--- src/rtl/gba_pad_scanner.sv ---
`default_nettype none
// ============================================================================
//  Module      : gba_pad_scanner
//  Description : Polls an SNES-protocol serial gamepad (latch + 16 shift
//                clocks), validates and debounces each frame, and drives the
//                active-high KeyA..KeyL inputs of the GBA joypad block.
//  Revision    : 1.0 - initial release
// ============================================================================
module gba_pad_scanner #(
   parameter int CLK_DIV        = 16,      // mclk cycles per pad_clk half-period (>= 4)
   parameter int POLL_PERIOD    = 262144,  // idle mclk cycles between frames (> 0)
   parameter int DEBOUNCE_POLLS = 2        // identical valid frames before update (1..15)
) (
   input  logic mclk,
   input  logic gb_bus_rst,
   input  logic enable,
   input  logic pad_data,
   output logic pad_latch,
   output logic pad_clk,
   output logic KeyA,
   output logic KeyB,
   output logic KeySelect,
   output logic KeyStart,
   output logic KeyRight,
   output logic KeyLeft,
   output logic KeyUp,
   output logic KeyDown,
   output logic KeyR,
   output logic KeyL,
   output logic frame_done,
   output logic frame_err
);

   // ------------------------------------------------------------------------
   // Constants
   // ------------------------------------------------------------------------
   localparam int TMR_W = (POLL_PERIOD > 1) ? $clog2(POLL_PERIOD) : 1;
   localparam int PH_W  = $clog2(2 * CLK_DIV);

   localparam logic [TMR_W-1:0] TMR_LAST   = TMR_W'(POLL_PERIOD - 1);
   localparam logic [PH_W-1:0]  PH_HI_LAST = PH_W'(CLK_DIV - 1);
   localparam logic [PH_W-1:0]  PH_LO_LAST = PH_W'(2 * CLK_DIV - 1);
   localparam logic [3:0]       DB_MAX     = 4'(DEBOUNCE_POLLS);
   localparam logic [3:0]       LAST_BIT   = 4'd15;

   typedef enum logic [1:0] {
      S_IDLE  = 2'd0,
      S_LATCH = 2'd1,
      S_SHIFT = 2'd2,
      S_CHECK = 2'd3
   } state_t;

   // ------------------------------------------------------------------------
   // State
   // ------------------------------------------------------------------------
   state_t             state_q, state_d;
   logic [TMR_W-1:0]   timer_q, timer_d;
   logic [PH_W-1:0]    phase_q, phase_d;
   logic [3:0]         bit_q,   bit_d;
   logic [15:0]        shift_q, shift_d;
   logic               latch_q, latch_d;
   logic               pclk_q,  pclk_d;
   logic [9:0]         cand_q,  cand_d;
   logic [3:0]         cnt_q,   cnt_d;
   logic [9:0]         keys_q,  keys_d;
   logic               done_q,  done_d;
   logic               err_q,   err_d;
   logic               meta_q;
   logic               sync_q;

   // Decoded view of the captured frame.  Key vector order (LSB first):
   // A, B, Select, Start, Right, Left, Up, Down, R, L.  Raw bits are
   // active-low; Y (bit 1) and X (bit 9) are not forwarded.
   logic               frame_valid;
   logic [9:0]         frame_keys;

   assign frame_valid = &shift_q[15:12];
   assign frame_keys  = ~{shift_q[10], shift_q[11], shift_q[5], shift_q[4],
                          shift_q[6],  shift_q[7],  shift_q[3], shift_q[2],
                          shift_q[0],  shift_q[8]};

   // Two-flop synchronizer for the asynchronous pad data line.
   always_ff @(posedge mclk or posedge gb_bus_rst) begin
      if (gb_bus_rst) begin
         meta_q <= 1'b0;
         sync_q <= 1'b0;
      end else begin
         meta_q <= pad_data;
         sync_q <= meta_q;
      end
   end

   // State and datapath registers; reset returns the pad lines to idle at once.
   always_ff @(posedge mclk or posedge gb_bus_rst) begin
      if (gb_bus_rst) begin
         state_q <= S_IDLE;
         timer_q <= '0;
         phase_q <= '0;
         bit_q   <= '0;
         shift_q <= '0;
         latch_q <= 1'b0;
         pclk_q  <= 1'b1;
         cand_q  <= '0;
         cnt_q   <= '0;
         keys_q  <= '0;
         done_q  <= 1'b0;
         err_q   <= 1'b0;
      end else begin
         state_q <= state_d;
         timer_q <= timer_d;
         phase_q <= phase_d;
         bit_q   <= bit_d;
         shift_q <= shift_d;
         latch_q <= latch_d;
         pclk_q  <= pclk_d;
         cand_q  <= cand_d;
         cnt_q   <= cnt_d;
         keys_q  <= keys_d;
         done_q  <= done_d;
         err_q   <= err_d;
      end
   end

   // Poll sequencing, serial capture and debounce.
   always_comb begin
      state_d = state_q;
      timer_d = timer_q;
      phase_d = phase_q;
      bit_d   = bit_q;
      shift_d = shift_q;
      latch_d = latch_q;
      pclk_d  = pclk_q;
      cand_d  = cand_q;
      cnt_d   = cnt_q;
      keys_d  = keys_q;
      done_d  = 1'b0;
      err_d   = 1'b0;

      case (state_q)
         S_IDLE: begin
            // Timer saturates so a late enable starts the poll immediately.
            if (timer_q == TMR_LAST) begin
               if (enable) begin
                  timer_d = '0;
                  phase_d = '0;
                  latch_d = 1'b1;
                  state_d = S_LATCH;
               end
            end else begin
               timer_d = timer_q + TMR_W'(1);
            end
         end

         S_LATCH: begin
            if (phase_q == PH_LO_LAST) begin
               latch_d = 1'b0;
               phase_d = '0;
               bit_d   = '0;
               state_d = S_SHIFT;
            end else begin
               phase_d = phase_q + PH_W'(1);
            end
         end

         S_SHIFT: begin
            phase_d = phase_q + PH_W'(1);
            // Sample at the end of the high phase, long after the pad shifted.
            if (phase_q == PH_HI_LAST) begin
               shift_d[bit_q] = sync_q;
               pclk_d         = 1'b0;
            end
            if (phase_q == PH_LO_LAST) begin
               pclk_d  = 1'b1;
               phase_d = '0;
               if (bit_q == LAST_BIT) begin
                  state_d = S_CHECK;
               end else begin
                  bit_d = bit_q + 4'd1;
               end
            end
         end

         S_CHECK: begin
            timer_d = '0;
            bit_d   = '0;
            state_d = S_IDLE;
            if (frame_valid) begin
               if (frame_keys == cand_q) begin
                  if (cnt_q != DB_MAX) begin
                     cnt_d = cnt_q + 4'd1;
                  end
               end else begin
                  cand_d = frame_keys;
                  cnt_d  = 4'd1;
               end
               if (cnt_d == DB_MAX) begin
                  keys_d = cand_d;
                  done_d = 1'b1;
               end
            end else begin
               err_d = 1'b1;
            end
         end

         default: begin
            state_d = S_IDLE;
         end
      endcase
   end

   assign pad_latch  = latch_q;
   assign pad_clk    = pclk_q;
   assign KeyA       = keys_q[0];
   assign KeyB       = keys_q[1];
   assign KeySelect  = keys_q[2];
   assign KeyStart   = keys_q[3];
   assign KeyRight   = keys_q[4];
   assign KeyLeft    = keys_q[5];
   assign KeyUp      = keys_q[6];
   assign KeyDown    = keys_q[7];
   assign KeyR       = keys_q[8];
   assign KeyL       = keys_q[9];
   assign frame_done = done_q;
   assign frame_err  = err_q;

endmodule
`default_nettype wire

--- config.mk ---
export PLATFORM = sky130hd
export DESIGN_NAME = gba_pad_scanner
export DESIGN_NICKNAME = d
export VERILOG_FILES = /design/src/rtl/gba_pad_scanner.sv
export SDC_FILE = /design/constraint.sdc
export NUM_CORES = 1
export LEC_CHECK = 0
export ABC_AREA = 0
export ABC_CLOCK_PERIOD_IN_PS = 3700
export BUFFER_PORTS_ARGS = -buffer_cell sky130_fd_sc_hd__buf_2
export CORE_ASPECT_RATIO = 0.9
export CORE_MARGIN = 8
export CORE_UTILIZATION = 45
export DETAILED_ROUTE_END_ITERATION = 12
export GPL_ROUTABILITY_DRIVEN = 0
export PLACE_DENSITY_LB_ADDON = 0.05
export REMOVE_ABC_BUFFERS = 1
export SLEW_MARGIN = 10
export SYNTH_ARGS = -nofsm -noshare
export SYNTH_HDL_FRONTEND = slang
export SYNTH_SLANG_ARGS = --single-unit
--- constraint.sdc ---
create_clock -name mclk -period 3.7 [get_ports mclk]
set_input_delay 0.185 -clock mclk [delete_from_list [all_inputs] [get_ports mclk]]
set_output_delay 0.185 -clock mclk [all_outputs]
set_load 0.01 [all_outputs]
==> results by group <==
STA
  • Setup Viol. Count Final: 0
  • Max-slew violations: 0
  • Setup TNS: 0 ns
  • Max-slew headroom: 36.2%
  • Fin crit share: 66.5%
  • Worst Max-Slew Pin Slew: 0.951 ns
  • Minimum clock period: 2.46 ns
  • Setup ws final: 1.24 ns
  • Peak Freq: 0.406 GHz
  • Clock Skew: 0.0118 ns
  • Hold Fails Final Rpt: 0
  • RSZ-0062 raised after global routing: false

CTS
  • Clock root cell: clkbuf_8
  • Max clock buf depth: 2
  • Clk slew on worst S/H paths: 0.08 ns
  • Total CTS buffers: 9
  • Cts repair resizes: 0
  • # H-tree levels: 3
  • # clock sinks: 73
  • CTS tree: yes
  • Clock latency on the worst-skew pair: 0.35 ns

Finish
  • Area delta synth->final: 10.4%
  • Layout cells sized above 1: 15.0%
  • Nets: 408
  • N_diodes: 0

Drt
  • 1st-pass router iterations: 5
  • Via/cell ratio: 5.37
  • Met3 WL post-DR: 250 um
  • Highest routed metal layer: met4
  • 1st-iter DRT viols: 117
  • Met2 WL post-DR: 3160 um
  • DR WL/cell: 14.8 um
  • Routed Antenna Nets: 0
  • Via Count: 2646
  • DR DRC count: 0
  • Final wirelength: 7320 um
  • Met1 wire length: 3870 um

Synthesis
  • Yosys reg bits: 73
  • Primary FF master, synth: dfrtp_1
  • FFs w/ async S/R, synth: 100%
  • EDFF count, synth: 0
  • Syn Inst Count: 370
  • Cell variety after synth: 47
  • Mapped Area: 0.00374 mm^2
  • Yosys warns: 0
  • Post-synthesis sequential area ratio: 48.9%
  • Synthesized area per cell: 10.1 um^2

Power
  • PD cells: 359 mW/mm^2
  • Leakage: 1.94 nW
  • Max VDD drop: 0.000244 V

GRT
  • Total global routing overflow: 0
  • Vias in the first global route: 2577
  • First-pass GRT wire length: 12900 um
  • Antenna violations before repair: 0
  • Total Routing Usage GR: 14.0%
  • Pin count of the biggest net entering global routing: 33

Flow run
  • Max Cap Viol: 0

Critical path
  • CP Buf/Inv Count: 0
  • Worst Setup End Kind: register
  • Worst Path Max Fanout: 12
  • CP max stage delay: 0.78 ns
  • Crit Path Class: reg -> reg
  • Crit path launch type: register
  • WP data required: 3.90 ns
  • Cell Chain, Critical Path: ha_1 > and3_1 > and2_1 > nand4_1 > o21ai_1 > nor2_1
  • Family with the most delay on the worst path: simple AND/OR/NAND/NOR gates
  • Slowest cell on crit path: o21ai_1
  • WP data arrival: 2.66 ns

Floorplan
  • Area of the die: 0.0115 mm^2
  • I/O pins: 18
  • Starting Density: 46.3%
  • Chip width: 112 um
  • Die height: 102 um
  • Core area: 0.00807 mm^2
  • Row cnt: 31

Status
  • Outcome: complete, no violations

Worst hold path
  • Hold WC Path Type: in -> reg

Placed design
  • Hpwl dp: 5120 um
  • Port bufs: 17
  • Setup WS pre-CTS: 1.22 ns
[final cells by class]
| class | count | area (um^2) |
|---|---|---|
| fill | 759 | 3940 |
| sequential | 73 | 1830 |
| multi-input combinational | 259 | 1750 |
| clock buffer | 11 | 151 |
| timing repair buffer | 22 | 128 |
| tap | 99 | 124 |
| inverter | 25 | 93.8 |
| clock inverter | 4 | 51.3 |
[state kept, by name, indices dropped and copies added (netlist names)]
signal      flops
phase_q         5
bit_q           4
pad_clk         1
pad_latch       1
sync_q          1
state_q         2
timer_q        18
meta_q          1
frame_err       1
cnt_q           4
keys_q         10
frame_done      1
shift_q        14
cand_q         10
[worst paths after layout]
path                       startpoint    endpoint  slack (ns)  cells past startpoint
setup / recovery           timer_q[0]  timer_q[8]        1.24                      6
hold / removal                 enable   pad_latch        0.35                      4
setup reg to reg           timer_q[0]  timer_q[8]        1.24                      6
hold reg to reg                meta_q      sync_q        0.36                      0
max in group asynchronous  gb_bus_rst  phase_q[0]        2.39                      4
min in group asynchronous  gb_bus_rst   keys_q[5]        0.48                      3
[cell usage in the layout, fill, tap and decap left out, types with 3 or more instances in the layout]
cell and count:
or3_1 4, nand4_1 4, a211oi_1 3, and4_1 4
nand2_1 37, and3_1 6, nor3_1 6, a21oi_1 13
buf_2 17, inv_1 24, o31ai_1 7, a32o_1 3
o21bai_1 4, mux2_2 15, clkbuf_8 11, o21ai_0 30
or4_1 3, buf_4 3, dfrtp_1 72, mux2i_1 11
nand3_1 16, ha_1 14, xnor2_1 15, xor2_1 4
nand2b_1 8, nor2_1 24, a31oi_1 3
[stage by stage]
step | total power [W] | cell area (um^2) | hold WS [ns] | util, % | cells
after floorplan | 0.000829 | 3670 | 0.216 | - | 357
after global placement | 0.000840 | 3910 | 0.295 | 48.4 | 476
after detailed placement | 0.000840 | 3910 | 0.294 | 48.4 | 476
after CTS | 0.00150 | 4130 | 0.341 | 51.2 | 493
after global routing | 0.00153 | 4130 | 0.374 | 51.2 | 493
final | 0.00148 | 4130 | 0.353 | 51.2 | 493
[cell families after synthesis]
logic type / Yosys count / synth area share (%)
and+or+nand+nor: 125 / 17.7
DFF: 73 / 48.9
buffers and inverters: 38 / 4.22
xor gates and xnor gates: 19 / 4.45
adders and majority gates: 14 / 4.69
AOI/OAI and AO/OA: 75 / 12.6
muxes: 26 / 7.46
[routing by layer]
layer  GRT usage (%)  vias up
met5               0        -
met4            5.69        0
met3            3.48        2
met2            20.5       32
met1            19.5     1266
li1                -     1346
[worst reg2reg max path, stage by stage (launching register included)]
cell and delay, ns:
dfrtp_1 0.40, ha_1 0.20, and3_1 0.23, and2_1 0.39, nand4_1 0.20, o21ai_1 0.78
nor2_1 0.12
[synthesized netlist by cell type, types with 3 or more instances]
library cell   n  area share [%]
a211oi_1       3            0.60
a21oi_1       13             1.7
a31oi_1        3            0.50
a32o_1         3            0.80
and3_1         6             1.0
and4_1         4            0.94
buf_2          3            0.40
clkbuf_1       8            0.80
dfrtp_1       72              48
ha_1          14             4.7
inv_1         25             2.5
mux2_2        15             4.5
mux2i_1       11             2.9
nand2_1       37             3.7
nand2b_1       8             1.3
nand3_1       16             2.1
nand4_1        4            0.67
nor2_1        24             2.4
nor3_1         6            0.80
o21ai_0       30             4.0
o21bai_1       4            0.80
o31ai_1        7             1.4
or3_1          4            0.67
or4_1          3            0.60
xnor2_1       15             3.5
xor2_1         4            0.94
[report_power, final]
| part | switching (W) | internal (W) | total [W] |
|---|---|---|---|
| clock network | 0.000311 | 0.000346 | 0.000657 |
| registers | 0.00000268 | 0.000799 | 0.000801 |
| logic | 0.0000173 | 0.00000514 | 0.0000225 |
[repair_timing]
item / CTS / global route
hold buffers: 2 / 0
setup buffers: 0 / 0
hold endpoints to repair: 30 / 0
Note: power is estimated with default switching activity, not from simulation.
